$ cat config.mk
export PLATFORM = sky130hd
export DESIGN_NAME = ram64_arbiter
export DESIGN_NICKNAME = d
export VERILOG_FILES = /design/src/rtl/ram64_arbiter.sv
export SDC_FILE = /design/constraint.sdc
export NUM_CORES = 1
export LEC_CHECK = 0
export BUFFER_PORTS_ARGS = -buffer_cell sky130_fd_sc_hd__buf_4
export CORE_AREA = 2 2 176 178
export CTS_BUF_LIST = sky130_fd_sc_hd__clkbuf_8
export DETAILED_ROUTE_END_ITERATION = 6
export DIE_AREA = 0 0 178 180
export GPL_TIMING_DRIVEN = 1
export HOLD_SLACK_MARGIN = 0.03
export PLACE_DENSITY = 0.33
export SKIP_CTS_REPAIR_TIMING = 1
export SLEW_MARGIN = 15
export SYNTH_ARGS = -nofsm -noshare
export SYNTH_HDL_FRONTEND = slang
export SYNTH_SLANG_ARGS = --single-unit
$ cat constraint.sdc
create_clock -name CLK -period 4.6 [get_ports CLK]
set_clock_uncertainty 0.15 [all_clocks]
set_input_delay 1.15 -clock CLK [delete_from_list [all_inputs] [get_ports CLK]]
set_output_delay 1.15 -clock CLK [all_outputs]
set_load 0.005 [all_outputs]
$ cat src/rtl/ram64_arbiter.sv
// ram64_arbiter: shares one port of the 1024x64 byte-write DFFRAM between two
// requesters using round-robin priority with bounded burst locking, and
// returns read data with a per-requester valid strobe one cycle after grant.
module ram64_arbiter #(
  parameter int unsigned AW        = 10,
  parameter int unsigned DW        = 64,
  parameter int unsigned MAX_BURST = 4
) (
  input  logic            CLK,
  input  logic            RST,
  // requester 0
  input  logic            req0,
  input  logic            lock0,
  input  logic [DW/8-1:0] we0,
  input  logic [AW-1:0]   a0,
  input  logic [DW-1:0]   di0,
  output logic            gnt0,
  output logic            rvalid0,
  output logic [DW-1:0]   rdata0,
  // requester 1
  input  logic            req1,
  input  logic            lock1,
  input  logic [DW/8-1:0] we1,
  input  logic [AW-1:0]   a1,
  input  logic [DW-1:0]   di1,
  output logic            gnt1,
  output logic            rvalid1,
  output logic [DW-1:0]   rdata1,
  // RAM macro port
  output logic            ram_en,
  output logic [DW/8-1:0] ram_we,
  output logic [AW-1:0]   ram_a,
  output logic [DW-1:0]   ram_di,
  input  logic [DW-1:0]   ram_do
);

  localparam int unsigned BW       = DW / 8;
  localparam int unsigned CW       = 4;
  localparam logic [CW-1:0] BURST_MAX = CW'(MAX_BURST);

  // arbitration state
  logic          rr_last;      // last port granted
  logic          lock_owner;   // port holding the current burst
  logic          lock_active;
  logic [CW-1:0] burst_cnt;

  logic          any_gnt;
  logic          gnt_port;     // index of the granted port when any_gnt
  logic          gnt_lock;     // lock hint of the granted port
  logic          lock_hold;    // owner may keep the RAM this cycle

  // A running burst holds priority until it has used MAX_BURST grants.
  assign lock_hold = lock_active && (burst_cnt < BURST_MAX);

  // Combinational grant; nothing is issued while reset is asserted.
  always_comb begin
    gnt0 = 1'b0;
    gnt1 = 1'b0;
    if (!RST) begin
      if (req0 && !req1) begin
        gnt0 = 1'b1;
      end else if (req1 && !req0) begin
        gnt1 = 1'b1;
      end else if (req0 && req1) begin
        if (lock_hold) begin
          gnt0 = ~lock_owner;
          gnt1 = lock_owner;
        end else begin
          // grant the port that did not win last time
          gnt0 = rr_last;
          gnt1 = ~rr_last;
        end
      end
    end
  end

  assign any_gnt  = gnt0 | gnt1;
  assign gnt_port = gnt1;
  assign gnt_lock = gnt1 ? lock1 : (gnt0 & lock0);

  // RAM drive is muxed from the granted port, zero when idle.
  always_comb begin
    ram_en = any_gnt;
    ram_we = '0;
    ram_a  = '0;
    ram_di = '0;
    if (gnt0) begin
      ram_we = we0;
      ram_a  = a0;
      ram_di = di0;
    end else if (gnt1) begin
      ram_we = we1;
      ram_a  = a1;
      ram_di = di1;
    end
  end

  // Read data is shared; the rvalid strobes qualify ownership.
  assign rdata0 = ram_do;
  assign rdata1 = ram_do;

  // Round-robin pointer, burst lock tracking and read-valid pipeline.
  always_ff @(posedge CLK or posedge RST) begin
    if (RST) begin
      rr_last     <= 1'b1;
      lock_owner  <= 1'b0;
      lock_active <= 1'b0;
      burst_cnt   <= '0;
      rvalid0     <= 1'b0;
      rvalid1     <= 1'b0;
    end else begin
      rvalid0 <= gnt0 && (we0 == BW'(0));
      rvalid1 <= gnt1 && (we1 == BW'(0));
      if (any_gnt) begin
        rr_last <= gnt_port;
        if (gnt_lock) begin
          if (lock_active && (lock_owner == gnt_port)) begin
            if (burst_cnt < BURST_MAX) begin
              burst_cnt <= burst_cnt + CW'(1);
            end
          end else begin
            lock_active <= 1'b1;
            lock_owner  <= gnt_port;
            burst_cnt   <= CW'(1);
          end
        end else begin
          lock_active <= 1'b0;
          burst_cnt   <= '0;
        end
      end else begin
        lock_active <= 1'b0;
        burst_cnt   <= '0;
      end
    end
  end

endmodule
==> out/qor.tcl, run 1 <==
set qor(worst-path-buf-inv) 5
set qor(initial_antenna_violation_count) 0
set qor(worstHoldPathCells) 2
set qor(synth.most_common_cell) {buf_4}
set qor(num-fill-cells) 3467
set qor(critPathMaxStageDelay_ns) 0.33
set qor(r2r_cells) 5
set qor(finalHoldViolations) 0
set qor(clock_tree.buffer_depth) 2
set qor(detailroute.via_count) 2486
set qor(groute.usage.overall_pct) 5.89
set qor(netlist_area_um2) 2310
set qor(seq_cells_post_synth) 9
set qor(syn-num-nets) 510
set qor(clock_power_share_pct) 17.9
set qor(synth.yosys.seq_area_share_pct) 9.79
set qor(highest_clock_rate_mhz) 267
set qor(ctsRootBufferMaster) {clkbuf_8}
set qor(chipWidth_um) 178
set qor(detail_route.drc_violations) 0
set qor(clock_latency_ns) 0.24
set qor(die_height_um) 180
set qor(fin_setup_tns_ns) 0
set qor(ys.flop_type) {dfrtp_1}
set qor(initial_utilization_pct) 7.66
set qor(p_seq_share_pct) 17.2
set qor(max_slew_margin_pct) 62.3
set qor(setup_violations) 0
set qor(synthDistinctLibCells) 28
set qor(clk_pin_slew_ns) 0.05
set qor(grt_setup_unrepaired) {no}
set qor(hold_path.class) {reg2reg}
set qor(syn_to_final_growth_pct) 61.3
set qor(worstPathCellList) {buf_4 -> inv_1 -> buf_4 -> o211a_4 -> buf_12 -> a22o_1 -> buf_4}
set qor(fp.coreArea_um2) 30200
set qor(yosysWarningCount) 0
set qor(power_spent_charging_and_discharging_nets_mw) 0.164
set qor(diodes) 0
set qor(boundaryPins) 449
set qor(grt_first_pass_wirelength_um) 14600
set qor(grt_overflow) 0
set qor(synthesis.instances) 275
set qor(buffer_ports.inserted) 256
set qor(max_cap_viol_count) 0
set qor(post_synth.cell_area_avg_um2) 8.41
set qor(sink_count) 9
set qor(nets) 628
set qor(cts_tree) {built}
set qor(design.die.area_um2) 32000
set qor(critical_path_cell_count) 7
set qor(number_of_h_tree_branching_levels) 1
set qor(grt_max_degree) 87
set qor(crit_path_top_delay_cell) {buf_12}
set qor(worst-path-max-fanout) 84
set qor(critical_path_class) {in2out}
set qor(critical_path.startpoint_type) {input port}
set qor(internal_power_mw) 0.358
set qor(fin_crit_sh_pct) 81.5
set qor(timing.critical_path.max_delay_family) {buffers and inverters}
set qor(fin_total_pwr_mw) 0.523
set qor(postLayoutSetupSlackWorst_ns) 0.851
set qor(final_period_minus_worst_setup_slack_ns) 3.75
set qor(vdd_drop_max_uv) 69.4
set qor(drt_iter0_drc) 25
set qor(critical-path-top-cell-by-count) {buf_4}
set qor(drive_above_1_share_pct) 68.1
set qor(power_per_cell_area_nw_per_um2) 140
set qor(detail_route.wl_per_cell_um) 13.6
set qor(last_weighted_congestion_value_of_the_routability_driven_placer) 0.710
set qor(drt-pass1-iter-count) 4
set qor(cts_inserted_buffers) 3
set qor(tightest_slew_ns) 0.566
set qor(outcome) {completed}
set qor(setup_crit_end_kind) {primary output}
set qor(synth_top_cells_by_count) {buf_4 (133), a22o_1 (83), dfrtp_1 (8), buf_6 (7), buf_2 (6)}
set qor(antenna_violating_nets_post_route) 0
set qor(async_flop_share_pct) 100
set qor(yosys.area.top_type_share_pct) 43.2
set qor(p_comb_share_pct) 64.9
set qor(dp_worst_slack_ns) 0.808
set qor(synth_enable_flop_cells) 0
set qor(worst-endpoint-required_ns) 3.30
set qor(post-dp-hpwl_um) 8880
set qor(sw_frac_of_total_pct) 31.4
set qor(worstPathArrival_ns) 2.45
set qor(synth_top_cells_by_area) {buf_4 (43%), a22o_1 (31%), dfrtp_1 (8.7%)}
set qor(total_number_of_placement_rows) 64
set qor(grt_pass1_vias) 2640
set qor(vias_per_cell) 3.15
set qor(yosys.area.top_type) {buf_4}
set qor(total_routed_wirelength_um) 10700
set qor(final-max-slew-violation-count) 0
set qor(p_leak_nw) 1.84
## cell type report
| cell class | count | area, um2 | share of cell area, % |
|---|---|---|---|
| clock inverter | 1 | 3.75 | 0.101 |
| tap | 396 | 495 | 13.3 |
| sequential | 9 | 226 | 6.07 |
| multi-input combinational | 115 | 976 | 26.2 |
| timing repair buffer | 259 | 1970 | 52.8 |
| clock buffer | 3 | 41.3 | 1.11 |
| inverter | 5 | 18.8 | 0.503 |
## cells by family (layout without fill, tap and decap cells)
logic type | Yosys count | after routing | synth area share [%]
simple gates | 15 | 15 | 3.73
flops | 9 | 9 | 9.79
xor+xnor | 1 | 1 | 0.379
fa+ha+maj | 1 | 1 | 0.541
compound gates | 97 | 97 | 36.3
mux | 1 | 1 | 0.595
buf+inv | 151 | 268 | 48.7
## registers in the layout, indices dropped and copies added, names as in the netlist
signal and flops:
rvalid0 1, lock_active 1, lock_owner 1, rr_last 1, rvalid1 1, burst_cnt 4
## per-stage QoR
step / cells / util [%] / hold slack [ns] / cell area, um2
2_1_floorplan: 275 / - / 0.348 / 2310
3_3_place_gp: 784 / 12.2 / 0.389 / 3690
3_5_place_dp: 784 / 12.2 / 0.392 / 3690
4_1_cts: 788 / 12.4 / 0.401 / 3730
5_1_grt: 788 / 12.4 / 0.430 / 3730
6_report: 788 / 12.4 / 0.396 / 3730
## routing by layer
metal  vias to the layer above  GRT usage, %  wire (um)
li1                       1120             -          -
met1                      1087          5.03       3190
met2                       252          12.1       5820
met3                        27          1.99       1420
met4                         0          2.23        297
met5                         -             0          0
## cells in the final DEF (no fill, tap or decap)
cell type / count
mux2i_2: 1
xor2_1: 1
o21ai_0: 1
a22o_1: 83
o21bai_1: 2
buf_12: 2
nor2_1: 3
nor3b_2: 1
a211oi_1: 2
dfstp_2: 1
nand3_1: 1
a221oi_1: 1
dfrtp_1: 8
o211a_4: 1
nand2_1: 2
a21oi_4: 1
a2bb2oi_1: 1
ha_1: 1
nor4_1: 4
nand2b_1: 1
o2111ai_1: 2
a31oi_1: 1
clkbuf_8: 3
a211o_1: 2
nand4_1: 1
buf_4: 257
inv_1: 6
and3_1: 2
## worst register-to-register path, stage by stage (launching register included)
cell and delay, ns:
dfrtp_1 0.44, nor3b_2 0.26, mux2i_2 0.43, o211a_4 0.22, buf_12 0.33, and3_1 0.30
## power by group through the flow
| stage | registers, mW | logic (mW) | clock network, mW |
|---|---|---|---|
| after detailed placement | 0.0909 | 0.345 | 0 |
| after global placement | 0.0914 | 0.348 | 0 |
| after CTS | 0.0900 | 0.346 | 0.0947 |
| after global routing | 0.0908 | 0.368 | 0.0980 |
| after floorplan | 0.0897 | 0.210 | 0 |
| final | 0.0900 | 0.339 | 0.0935 |
## path summary, 6_finish.rpt
check / startpoint / end / slack [ns]
max in group asynchronous: RST / rr_last / 3.32
max: RST / ram_we[6] / 0.85
min in group asynchronous: RST / lock_owner / 0.76
max reg2reg: burst_cnt[2] / rvalid0 / 2.39
min reg2reg: rr_last / rr_last / 0.40
min: rr_last / rr_last / 0.40
Note: power is estimated with default switching activity, not from simulation.
==> inputs of run 2 (changes only) <==
==> constraint.sdc (replaced) <==
create_clock -name CLK -period 3.48 [get_ports CLK]
set_clock_uncertainty 0.15 [all_clocks]
set_input_delay 0.87 -clock CLK [delete_from_list [all_inputs] [get_ports CLK]]
set_output_delay 0.87 -clock CLK [all_outputs]
set_load 0.005 [all_outputs]
==> run 2 against run 1 <==
Compared with the run above:
- sequential share of layout area decreased by 0.064 points
- first-iteration DRC count increased by 52%
- non-clock buffer count increased by 2
- critical path depth decreased by 1
- combinational power increased by 34%
- global-route usage about the same
- worst setup slack got worse by 0.65 ns
- clock-buffer cell count unchanged
- total power increased by 33%
- critical endpoint is now ram_di[42]
==> out/qor.tcl, run 2 (synthesized netlist as in run 1, its figures left out) <==
set qor(setup_crit_end_kind) {primary output} ;# unchanged
set qor(vias_per_cell) 3.15 ;# about the same
set qor(p_comb_share_pct) 65.4 ;# was 64.9%
set qor(grt_setup_unrepaired) {no} ;# unchanged
set qor(placed_cells) 786 ;# was 784
set qor(finalHoldViolations) 0 ;# unchanged
set qor(worst-path-max-fanout) 40 ;# was 84
set qor(final_cells) 790 ;# was 788
set qor(power_per_cell_area_nw_per_um2) 185 ;# was 140 nW/um2
set qor(max_slew_margin_pct) 57.6 ;# was 62.3%
set qor(worstHoldPathCells) 2 ;# unchanged
set qor(vdd_drop_max_uv) 99.9 ;# was 69.4 uV
set qor(ctsRootBufferMaster) {clkbuf_8} ;# unchanged
set qor(detailroute.via_count) 2487 ;# was 2,486
set qor(drt_iter0_drc) 38 ;# was 25
set qor(final-max-slew-violation-count) 0 ;# unchanged
set qor(worstPathCellList) {nor3b_2 -> mux2i_2 -> o211a_4 -> buf_12 -> a22o_1 -> buf_4} ;# was buf_4 -> inv_1 -> buf_4 -> o211a_4 -> buf_12 -> a22o_1 -> buf_4
set qor(critical_path_class) {reg2out} ;# was in2out
set qor(worst-endpoint-required_ns) 2.46 ;# was 3.30 ns
set qor(design.die.area_um2) 32000 ;# unchanged
set qor(final_core_util_pct) 12.5 ;# was 12.4%
set qor(p_seq_share_pct) 17.1 ;# was 17.2%
set qor(drive_above_1_share_pct) 68.3 ;# was 68.1%
set qor(grt_first_pass_wirelength_um) 14500 ;# was 14,600 um
set qor(fin_total_pwr_mw) 0.696 ;# was 0.523 mW
set qor(clock_latency_ns) 0.23 ;# was 0.24 ns
set qor(regMostFlops) {burst_cnt} ;# unchanged
set qor(final_period_minus_worst_setup_slack_ns) 3.28
set qor(internal_power_mw) 0.479 ;# was 0.358 mW
set qor(initial_antenna_violation_count) 0 ;# unchanged
set qor(largest_register_ff_count) 4 ;# unchanged
set qor(antenna_violating_nets_post_route) 0 ;# unchanged
set qor(crit_path_top_delay_cell) {dfrtp_1} ;# was buf_12
set qor(die_height_um) 180 ;# unchanged
set qor(clock_power_share_pct) 17.5 ;# was 17.9%
set qor(grt_pass1_vias) 2574 ;# was 2,640
set qor(detail_route.wl_per_cell_um) 13.6 ;# about the same
set qor(regToRegSetupSlack_ns) 1.36 ;# was 2.39 ns
set qor(tightest_slew_ns) 0.636 ;# was 0.566 ns
set qor(most-common-layout-cells) {buf_4 (257), a22o_1 (83), dfrtp_1 (8), inv_1 (6)} ;# was buf_4 (257), a22o_1 (83), dfrtp_1 (8), inv_1 (6), nor4_1 (4)
set qor(setup_violations) 0 ;# unchanged
set qor(crit-reg2reg-launch) {burst_cnt[2]} ;# unchanged
set qor(cts_tree) {built} ;# unchanged
set qor(drt-pass1-iter-count) 4 ;# unchanged
set qor(num-fill-cells) 3482 ;# was 3,467
set qor(r2r_cells) 4 ;# was 5
set qor(worstPathArrival_ns) 2.26 ;# was 2.45 ns
set qor(fp.coreArea_um2) 30200 ;# unchanged
set qor(sw_frac_of_total_pct) 31.2 ;# was 31.4%
set qor(highest_clock_rate_mhz) 305
set qor(postLayoutSetupSlackWorst_ns) 0.200 ;# was 0.851 ns
set qor(final.hold.worst_slack_ns) 0.385 ;# was 0.396 ns
set qor(grt_max_degree) 41 ;# was 87
set qor(boundaryPins) 449 ;# unchanged
set qor(dp_worst_slack_ns) 0.246 ;# was 0.808 ns
set qor(diodes) 0 ;# unchanged
set qor(detail_route.drc_violations) 0 ;# unchanged
set qor(sink_of_the_worst_hold_path) {rr_last} ;# unchanged
set qor(outcome) {completed} ;# unchanged
set qor(mostFrequentLayoutCell) {buf_4} ;# unchanged
set qor(placement.cell_area_um2) 3730 ;# was 3690 um2
set qor(syn_to_final_growth_pct) 63.0 ;# was 61.3%
set qor(hold_path.class) {reg2reg} ;# unchanged
set qor(crit-reg2reg-capture) {burst_cnt[1]} ;# was rvalid0
set qor(final_cell_area_um2) 3770 ;# was 3730 um2
set qor(number_of_h_tree_branching_levels) 1 ;# unchanged
set qor(hold_path_startpoint) {rr_last} ;# unchanged
set qor(p_leak_nw) 1.86 ;# was 1.84 nW
set qor(critical_path.startpoint_type) {flop} ;# was input port
set qor(post-dp-hpwl_um) 9300 ;# was 8880 um
set qor(chipWidth_um) 178 ;# unchanged
set qor(total_routed_wirelength_um) 10700 ;# about the same
set qor(sink_count) 9 ;# unchanged
set qor(clk_pin_slew_ns) 0.05 ;# about the same
set qor(nets) 630 ;# was 628
set qor(max_cap_viol_count) 0 ;# unchanged
set qor(fin_setup_tns_ns) 0 ;# unchanged
set qor(power_spent_charging_and_discharging_nets_mw) 0.217 ;# was 0.164 mW
set qor(last_weighted_congestion_value_of_the_routability_driven_placer) 0.709 ;# was 0.710
set qor(grt_overflow) 0 ;# unchanged
set qor(total_number_of_placement_rows) 64 ;# unchanged
set qor(cts_inserted_buffers) 3 ;# unchanged
set qor(clock_tree.buffer_depth) 2 ;# unchanged
set qor(groute.usage.overall_pct) 5.86 ;# was 5.89%
set qor(fin_crit_sh_pct) 94.2
set qor(critPathMaxStageDelay_ns) 0.44 ;# was 0.33 ns
set qor(buffer_ports.inserted) 256 ;# unchanged
set qor(initial_utilization_pct) 7.66 ;# unchanged
==> run 2: final cells by class <==
| type | instances | area, um2 | share of cell area, % |
|---|---|---|---|
| Sequential cell | 9 | 226 | 6.01 |
| Timing Repair Buffer | 261 | 2010 | 53.3 |
| Clock inverter | 1 | 3.75 | 0.0995 |
| Inverter | 5 | 18.8 | 0.498 |
| Multi-Input combinational cell | 115 | 976 | 25.9 |
| Clock buffer | 3 | 41.3 | 1.09 |
| Tap cell | 396 | 495 | 13.1 |
==> run 2: routing by layer <==
metal  routed length, um  track usage, %  vias to the layer above
li1                    -               -                     1126
met1                3190            4.85                     1094
met2                6130            13.0                      247
met3                1310            1.76                       20
met4                 103            1.02                        0
met5                   0               0                        -
==> run 2: power by group through the flow <==
stage	clock network, mW	logic, mW	registers, mW
final	0.122	0.455	0.119
after global routing	0.129	0.494	0.120
after CTS	0.124	0.464	0.119
after detailed placement	0	0.464	0.121
after global placement	0	0.469	0.121
after floorplan	0	0.278	0.119
==> run 2: critical path, delay by kind of cell, from the launching register on <==
family	cells	cell delay, ns
simple gates	1	0.26
flops	1	0.44
mux	1	0.41
buf+inv	2	0.35
compound gates	2	0.52
==> run 2: how the worst max path moves through the flow <==
| stage | startpoint | end | slack, ns |
|---|---|---|---|
| 6_report | burst_cnt[2] | ram_di[42] | 0.20 |
| 5_1_grt | burst_cnt[2] | ram_di[48] | 0.04 |
| 4_1_cts | burst_cnt[2] | ram_di[56] | 0.18 |
| 3_5_place_dp | RST | ram_di[56] | 0.25 |
| 3_3_place_gp | RST | ram_di[48] | 0.24 |
| 2_1_floorplan | RST | ram_di[0] | 0.72 |
